$ cat config.mk
export PLATFORM = sky130hd
export DESIGN_NAME = jk_counter_reg
export DESIGN_NICKNAME = d
export VERILOG_FILES = /design/src/rtl/jk_counter_reg.sv
export SDC_FILE = /design/constraint.sdc
export NUM_CORES = 1
export LEC_CHECK = 0
export ABC_AREA = 1
export CAP_MARGIN = 20
export CORE_AREA = 2 2 39 41
export DETAILED_ROUTE_END_ITERATION = 6
export DIE_AREA = 0 0 41 43
export GPL_TIMING_DRIVEN = 0
export HOLD_SLACK_MARGIN = 0.15
export PLACE_DENSITY = 0.75
export SETUP_SLACK_MARGIN = 0.2
export SYNTH_ARGS = -nofsm -noshare
export SYNTH_HDL_FRONTEND = slang
export SYNTH_SLANG_ARGS = --single-unit
$ cat constraint.sdc
create_clock -name Clock -period 4.73 [get_ports Clock]
set_clock_uncertainty 0.2 [all_clocks]
set_input_delay 0.946 -clock Clock [delete_from_list [all_inputs] [get_ports Clock]]
set_output_delay 0.946 -clock Clock [all_outputs]
set_load 0.01 [all_outputs]
$ cat src/rtl/jk_counter_reg.sv
// jk_counter_reg: WIDTH-bit register bank whose bits work as JK flip-flops
// and which can also count up, count down or load in parallel. TC is a
// registered one-cycle pulse that marks a step taken from the counting limit.
// Optional feature macro: JKREG_SAT_EN. When it is defined, the count modes
// saturate at the limits instead of wrapping.
module jk_counter_reg #(
  parameter int                 WIDTH       = 4,
  parameter logic [WIDTH-1:0]   RESET_VALUE = {WIDTH{1'b0}}
) (
  input  logic             Clock,
  input  logic             ClearN,
  input  logic             En,
  input  logic [1:0]       Mode,
  input  logic [WIDTH-1:0] J,
  input  logic [WIDTH-1:0] K,
  input  logic [WIDTH-1:0] D,
  output logic [WIDTH-1:0] Q,
  output logic [WIDTH-1:0] QN,
  output logic             TC
);

  typedef enum logic [1:0] {
    MODE_JK   = 2'b00,
    MODE_UP   = 2'b01,
    MODE_DOWN = 2'b10,
    MODE_LOAD = 2'b11
  } mode_t;

  localparam logic [WIDTH-1:0] ONE = WIDTH'(1);

  mode_t            mode;
  logic [WIDTH-1:0] q_reg;
  logic             tc_reg;
  logic [WIDTH-1:0] q_next;
  logic             tc_next;
  logic             at_max;
  logic             at_min;

  assign mode   = mode_t'(Mode);
  assign at_max = &q_reg;
  assign at_min = ~|q_reg;

  // Next-state value for an enabled, non-cleared edge, chosen by mode
  always_comb begin
    q_next  = q_reg;
    tc_next = 1'b0;
    case (mode)
      MODE_JK: begin
        // Characteristic JK equation applied bitwise: set, reset, hold, toggle
        q_next = (J & ~q_reg) | (~K & q_reg);
      end
      MODE_UP: begin
        tc_next = at_max;
`ifdef JKREG_SAT_EN
        q_next  = at_max ? q_reg : q_reg + ONE;
`else
        q_next  = q_reg + ONE;
`endif
      end
      MODE_DOWN: begin
        tc_next = at_min;
`ifdef JKREG_SAT_EN
        q_next  = at_min ? q_reg : q_reg - ONE;
`else
        q_next  = q_reg - ONE;
`endif
      end
      MODE_LOAD: begin
        q_next = D;
      end
      default: begin
        q_next  = q_reg;
        tc_next = 1'b0;
      end
    endcase
  end

  // State register: clear beats enable, enable beats the mode logic
  always_ff @(posedge Clock) begin
    if (!ClearN) begin
      q_reg  <= RESET_VALUE;
      tc_reg <= 1'b0;
    end else if (!En) begin
      q_reg  <= q_reg;
      tc_reg <= 1'b0;
    end else begin
      q_reg  <= q_next;
      tc_reg <= tc_next;
    end
  end

  assign Q  = q_reg;
  assign QN = ~q_reg;
  assign TC = tc_reg;

endmodule

==> results of run 1 <==
state kept, by name, indices dropped and copies added, names as in the netlist:
register	cells
Q	4
TC	1
cell families (layout without fill, tap and decap cells):
logic type	count (synthesis)	count (layout)	synth area share
compound gates	21	21	0.2751
buf+inv	14	42	0.1079
flops	5	5	0.2057
fa+ha+maj	6	6	0.1542
xor+xnor	1	1	0.01800
simple gates	25	25	0.2391
area by class of cell:
| cell class | instances | area, um2 | area share |
|---|---|---|---|
| Tap cell | 16 | 20.02 | 0.02589 |
| Multi-Input combinational cell | 53 | 334.1 | 0.4320 |
| Timing Repair Buffer | 24 | 240.2 | 0.3107 |
| Inverter | 13 | 48.80 | 0.06311 |
| Sequential cell | 5 | 100.1 | 0.1294 |
| Clock buffer | 4 | 26.28 | 0.03398 |
| Buffer | 1 | 3.754 | 0.004854 |
per-stage QoR:
stage / util / hold slack [ns] / std cells / setup WS, ns / power (uW)
CTS: 0.5588 / 0.3932 / 116 / 1.843 / 167.2
global route: 0.5588 / 0.4254 / 116 / 1.642 / 176.9
global placement: 0.5398 / 0.3844 / 112 / 1.603 / 112.4
detailed placement: 0.5398 / 0.3856 / 112 / 1.585 / 113.4
floorplan: - / 0.3746 / 72 / 2.242 / 81.96
finish: 0.5588 / 0.3880 / 116 / 1.848 / 165.2
metal layers:
layer / routed length, um / share of wire / vias up
met5: 0 / 0 / -
li1: - / - / 300
met1: 563 / 0.44 / 260
met3: 83 / 0.065 / 2
met4: 21 / 0.016 / 0
met2: 612 / 0.48 / 23
power by group through the flow:
stage | Clock, uW | Combinational, uW | Sequential (uW)
after floorplan | 0 | 29.9 | 52.0
after global routing | 56.5 | 68.4 | 52.0
after CTS | 54.2 | 61.7 | 51.4
after global placement | 0 | 60.2 | 52.2
after detailed placement | 0 | 61.3 | 52.1
final | 52.8 | 61.1 | 51.3
worst max-delay path by stage:
| stage | start | endpoint |
|---|---|---|
| after global routing | Mode[0] | Q[1] |
| after global placement | Mode[0] | Q[1] |
| after floorplan | Mode[0] | Q[1] |
| final | Mode[0] | Q[1] |
| after CTS | Mode[0] | Q[1] |
| after detailed placement | Mode[0] | Q[1] |
layout by cell type (no fill, tap or decap), types with 2 or more instances in the layout:
cell type        instances
clkbuf_4                 3
nand3_1                  4
nand2_2                  2
o21ai_1                  2
o21ai_0                  7
inv_1                   12
a211oi_1                 2
clkbuf_1                 2
clkdlybuf4s50_1         24
nand2_1                 13
a21oi_1                  2
o211ai_1                 2
ha_1                     6
dfxtp_1                  5
nor2_1                   2
worst max-delay path, delay by kind of cell:
kind                       cells  cell delay, ns
buffers and inverters          4            0.68
AOI/OAI and AO/OA              3            0.46
and+or+nand+nor                2            0.20
adders and majority gates      2            0.52
==> reports/metrics.yaml, run 1 <==
outcome: "completed"
syn_area_um2: 486.7
drc: 0
core_um2: 1384
vias_per_cell: 5.043
post-synth-top-count-cell: "nand2_1"
syn_nets: 95
grtUsageMet3: 0.03665
clockPowerShare: 0.319
num_rows: 14
cp_common_cell: "inv_1"
max_freq_ghz: 0.3470
die_h_um: 43
seq_area_frac_synth: 0.2057
path_clk_slew_ns: 0.05
grt_start_max_net_pins: 10
synth_cell_types: 25
ys.flop_type: "dfxtp_1"
grt.busiest_layer: "met2"
dieArea_um2: 1763
endpoint_kind: "flop"
rrSetupSlack_ns: 2.96
fin_tns_setup_ns: 0
drive_gt1_frac: 0.09000
die_w_um: 41
critPathKind: "in2reg"
synth_top_area_share: 0.2057
drt-initial-drc-count: 11
place_hpwl_um: 1040
synthCells: 72
root_buffer: "clkbuf_4"
synth_area_leaders: "dfxtp_1, ha_1, nand2_1"
cts_tree: "done"
setup_viol: 0
rr_endpoint: "Q[1]"
antenna_cells: 0
worstHoldPathType: "reg2reg"
power_leakage_uw: 0.0003552
worstPathArrival_ns: 2.83
rsz0062_at_grt: "no"
worstPathRequired_ns: 4.67
clock_latency_ns: 0.25
htree_levels: 1
p_per_area_nw_per_um2: 213.6
clkSinkCount: 5
maxSlewViolCount: 0
nNetsFinal: 124
drt_wl_total_um: 1281
async_reset_ff_frac: 0
ys_seq_elements: 5
place_congestion: 0.7510
io_pins: 26
comb_power_share: 0.370
path_max_fanout: 5
switching_share: 0.3244
cap_violations: 0
yosysWarnings: 0
dr_total_vias: 585
wl_per_cell_um: 11.04
fin_area_um2: 773.2
min_period_ns: 2.882
met1_usage: 0.2122
r2r-start: "Q[1]"
synthTopCellsByCount: "nand2_1, inv_1, o21ai_0"
drtAntennaViolNets: 0
cts_hold_buf: 0
drt_first_pass_iters: 4
grt_use_total: 0.1667
syn_area_per_cell_um2: 6.760
hold_viol_final: 0
hold-path-cell-count: 1
portBuffers: 24
ir_worst_vdd_mv: 0.1162
place_area_um2: 747.0
post_cts_resize_count: 0
grt.overflow.total: 0
p_sw_uw: 53.59
min_to: "TC"
n_fill_cell: 138
cp-start-kind: "input port"
power.internal_uw: 111.6
path_cells: "clkdlybuf4s50_1, inv_1, ha_1, nand2_1, inv_1, nor2_2, ha_1, a221oi_1, o21ai_0, o211ai_1, inv_1"
grt_pass1_vias: 521
reg2regPathDepth: 8
slowest_stage: "clkdlybuf4s50_1"
post_cts_buffers: 0
use_met2: 0.2469
pwr-share-seq: 0.311
synth-edff-count: 0
post-route-period-util: 0.6093
synth.largest_area_cell: "dfxtp_1"
grt_first_pass_wirelength_um: 2035
start_util: 0.3517
tightest_slew_ns: 0.3194
numCtsBuffers: 3
slowest_delay_ns: 0.50
holdCritStartpoint: "Q[3]"
antenna_found_initial: 0
relSlewSlack: 0.7871
syn2layout_area_growth_pct: 58.87
cts.path.max_buffers: 2
Power figures use the tool's default switching activity.
==> inputs of run 2 (changes only) <==
--- a/config.mk
+++ b/config.mk
@@ -7,9 +7,8 @@
 export LEC_CHECK = 0
 export ABC_AREA = 1
 export CAP_MARGIN = 20
-export CORE_AREA = 2 2 39 41
+export CORE_UTILIZATION = 37
 export DETAILED_ROUTE_END_ITERATION = 6
-export DIE_AREA = 0 0 41 43
 export GPL_TIMING_DRIVEN = 0
 export HOLD_SLACK_MARGIN = 0.15
 export PLACE_DENSITY = 0.75
==> constraint.sdc (replaced) <==
create_clock -name Clock -period 2.9 [get_ports Clock]
set_clock_uncertainty 0.2 [all_clocks]
set_input_delay 0.58 -clock Clock [delete_from_list [all_inputs] [get_ports Clock]]
set_output_delay 0.58 -clock Clock [all_outputs]
set_load 0.01 [all_outputs]
==> run 2 against run 1 <==
Sequential share of layout area decreased by 0.063 points. Sequential power increased by 63%. Wire length decreased by 0.47%. Via count decreased by 1.4%. Setup slack got worse by 1.5 ns. First-iteration DRC count decreased by 73%. Clock power increased by 56%. Flip-flop and latch count unchanged. Combinational power increased by 65%. Die area decreased by 17%. Utilization increased by 10 points. Power increased by 62%. Critical endpoint unchanged. Largest power group unchanged.
==> reports/metrics.yaml, run 2 (synthesis results as in run 1) <==
fin_tns_setup_ns: 0  # unchanged
dieArea_um2: 1465  # -17%
cts_hold_buf: 0  # unchanged
clkSinkCount: 5  # unchanged
setup_viol: 0  # unchanged
multi_input_area_um2: 339.1  # +1.5%
core_um2: 1171  # -15%
antenna_cells: 0  # unchanged
largest_reg_flops: 4  # unchanged
max_freq_ghz: 0.3967
start_util: 0.4156  # +0.06388
n_fill_cell: 118  # -14%
rrSetupSlack_ns: 1.11  # -1.85 ns
place_hpwl_um: 1033  # -0.63%
power_leakage_uw: 0.0003567  # +0.42%
root_buffer: "clkbuf_4"
num_rows: 12  # -2
cap_violations: 0  # unchanged
hold_viol_final: 0  # unchanged
cts_tree: "done"
reg2regPathDepth: 8  # unchanged
vias_per_cell: 5.061  # +0.36%
relSlewSlack: 0.7948  # +0.007774
place_congestion: 0.8167  # +8.7%
outcome: "completed"
slowest_stage: "clkdlybuf4s50_1"
die_h_um: 38.27  # -11%
most-common-layout-cells: "clkdlybuf4s50_1, nand2_1, inv_1, o21ai_0"
rsz0062_at_grt: "no"
dr_total_vias: 577  # -1.4%
min_period_ns: 2.521
slowest_delay_ns: 0.52  # +0.02 ns
wl_per_cell_um: 11.18  # +1.3%
numCtsBuffers: 3  # unchanged
rr_endpoint: "Q[1]"
final_common_cell: "clkdlybuf4s50_1"
worstPathArrival_ns: 2.46  # -0.37 ns
cp_common_cell: "inv_1"
nNetsFinal: 124  # unchanged
path_max_fanout: 5  # unchanged
cts.path.max_buffers: 2  # unchanged
worstHoldPathType: "reg2reg"
grt_use_total: 0.2110  # +0.04431
drt_wl_total_um: 1275  # -0.47%
hold-path-cell-count: 2  # +1
grt_pass1_vias: 548  # +5.2%
seqCellArea_um2: 100.1  # unchanged
htree_levels: 1  # unchanged
drc: 0  # unchanged
syn2layout_area_growth_pct: 59.64
grt_start_max_net_pins: 10  # unchanged
grt_first_pass_wirelength_um: 2152  # +5.7%
min_to: "TC"
drt_first_pass_iters: 4  # unchanged
p_per_area_nw_per_um2: 343.8  # +61%
holdCritStartpoint: "Q[0]"
drtAntennaViolNets: 0  # unchanged
die_w_um: 38.27  # -6.7%
cp-start-kind: "input port"
path_cells: "clkdlybuf4s50_1, inv_1, ha_2, nand2_1, inv_1, nor2_2, ha_1, a221oi_1, o21ai_0, o211ai_1, inv_1"
maxSlewViolCount: 0  # unchanged
critPathKind: "in2reg"
post-route-period-util: 0.8692
worstPathRequired_ns: 2.84  # -1.83 ns
grt.overflow.total: 0  # unchanged
io_pins: 26  # unchanged
tightest_slew_ns: 0.3077  # -0.01166 ns
r2r-start: "Q[1]"
drt-initial-drc-count: 3  # -8
crit_family: "buffers and inverters"
endpoint_kind: "flop"
post_cts_buffers: 0  # unchanged
path_clk_slew_ns: 0.05  # about the same
ir_worst_vdd_mv: 0.2272  # +96%
clock_latency_ns: 0.25  # about the same
hold_ws_ns: 0.4034  # +0.01535 ns
antenna_found_initial: 0  # unchanged
portBuffers: 24  # unchanged
cp_num_buf_inv: 4  # unchanged
drive_gt1_frac: 0.1200  # +0.03000
-- run 2: metal layers --
metal  wire [um]  share of wire  global-route usage
met5           0              0                   0
met4           0              0                   0
met3          76          0.060             0.06977
met2         643           0.50              0.3983
met1         555           0.44              0.2393
-- run 2: where the power goes --
group	switching [uW]	internal (uW)	leakage [uW]
clock	32.2	50.1	0.0000177
sequential	9.55	74.0	0.0000413
combinational	45.3	56.1	0.000298
total	87.0	180	0.000357
-- run 2: cell type report --
class / instances / area share
tap: 14 / 0.02254
timing repair buffer: 24 / 0.3092
sequential: 5 / 0.1288
multi-input combinational: 53 / 0.4364
buffer: 1 / 0.004831
clock buffer: 3 / 0.02899
clock inverter: 1 / 0.006441
inverter: 13 / 0.06280
-- run 2: worst max path at each step --
| stage | slack (ns) | endpoint | start | cells past startpoint |
|---|---|---|---|---|
| 2_1_floorplan | 0.78 | Q[1] | Mode[0] | 10 |
| 3_3_place_gp | 0.10 | Q[1] | Mode[0] | 11 |
| 5_1_grt | 0.27 | Q[1] | Mode[0] | 11 |
| 4_1_cts | 0.33 | Q[1] | Mode[0] | 11 |
| 3_5_place_dp | 0.06 | Q[1] | Mode[0] | 11 |
| 6_report | 0.38 | Q[1] | Mode[0] | 11 |
-- run 2: tightest hold or removal path, stage by stage (launching register included) --
cell,delay [ns]
dfxtp_1,0.38
nand4_1,0.10
a211oi_1,0.08
-- run 2: timing repair --
| item | CTS | global route |
|---|---|---|
| gates resized for setup | 0 | 2 |
| hold endpoints to repair | 0 | 0 |
| endpoints found under the setup margin | 0 | 1 |
-- run 2: per-stage QoR --
stage          cell area, um2  total power [uW]    util  std cells  setup slack [ns]
4_1_cts                 772.0             269.9  0.6592        114            0.3284
6_report                777.0             267.1  0.6635        114            0.3792
2_1_floorplan           486.7             133.7       -         72            0.7777
5_1_grt                 777.0             287.8  0.6635        114            0.2652
3_5_place_dp            744.5             184.7  0.6357        110           0.06167
3_3_place_gp            744.5             183.4  0.6357        110            0.1035
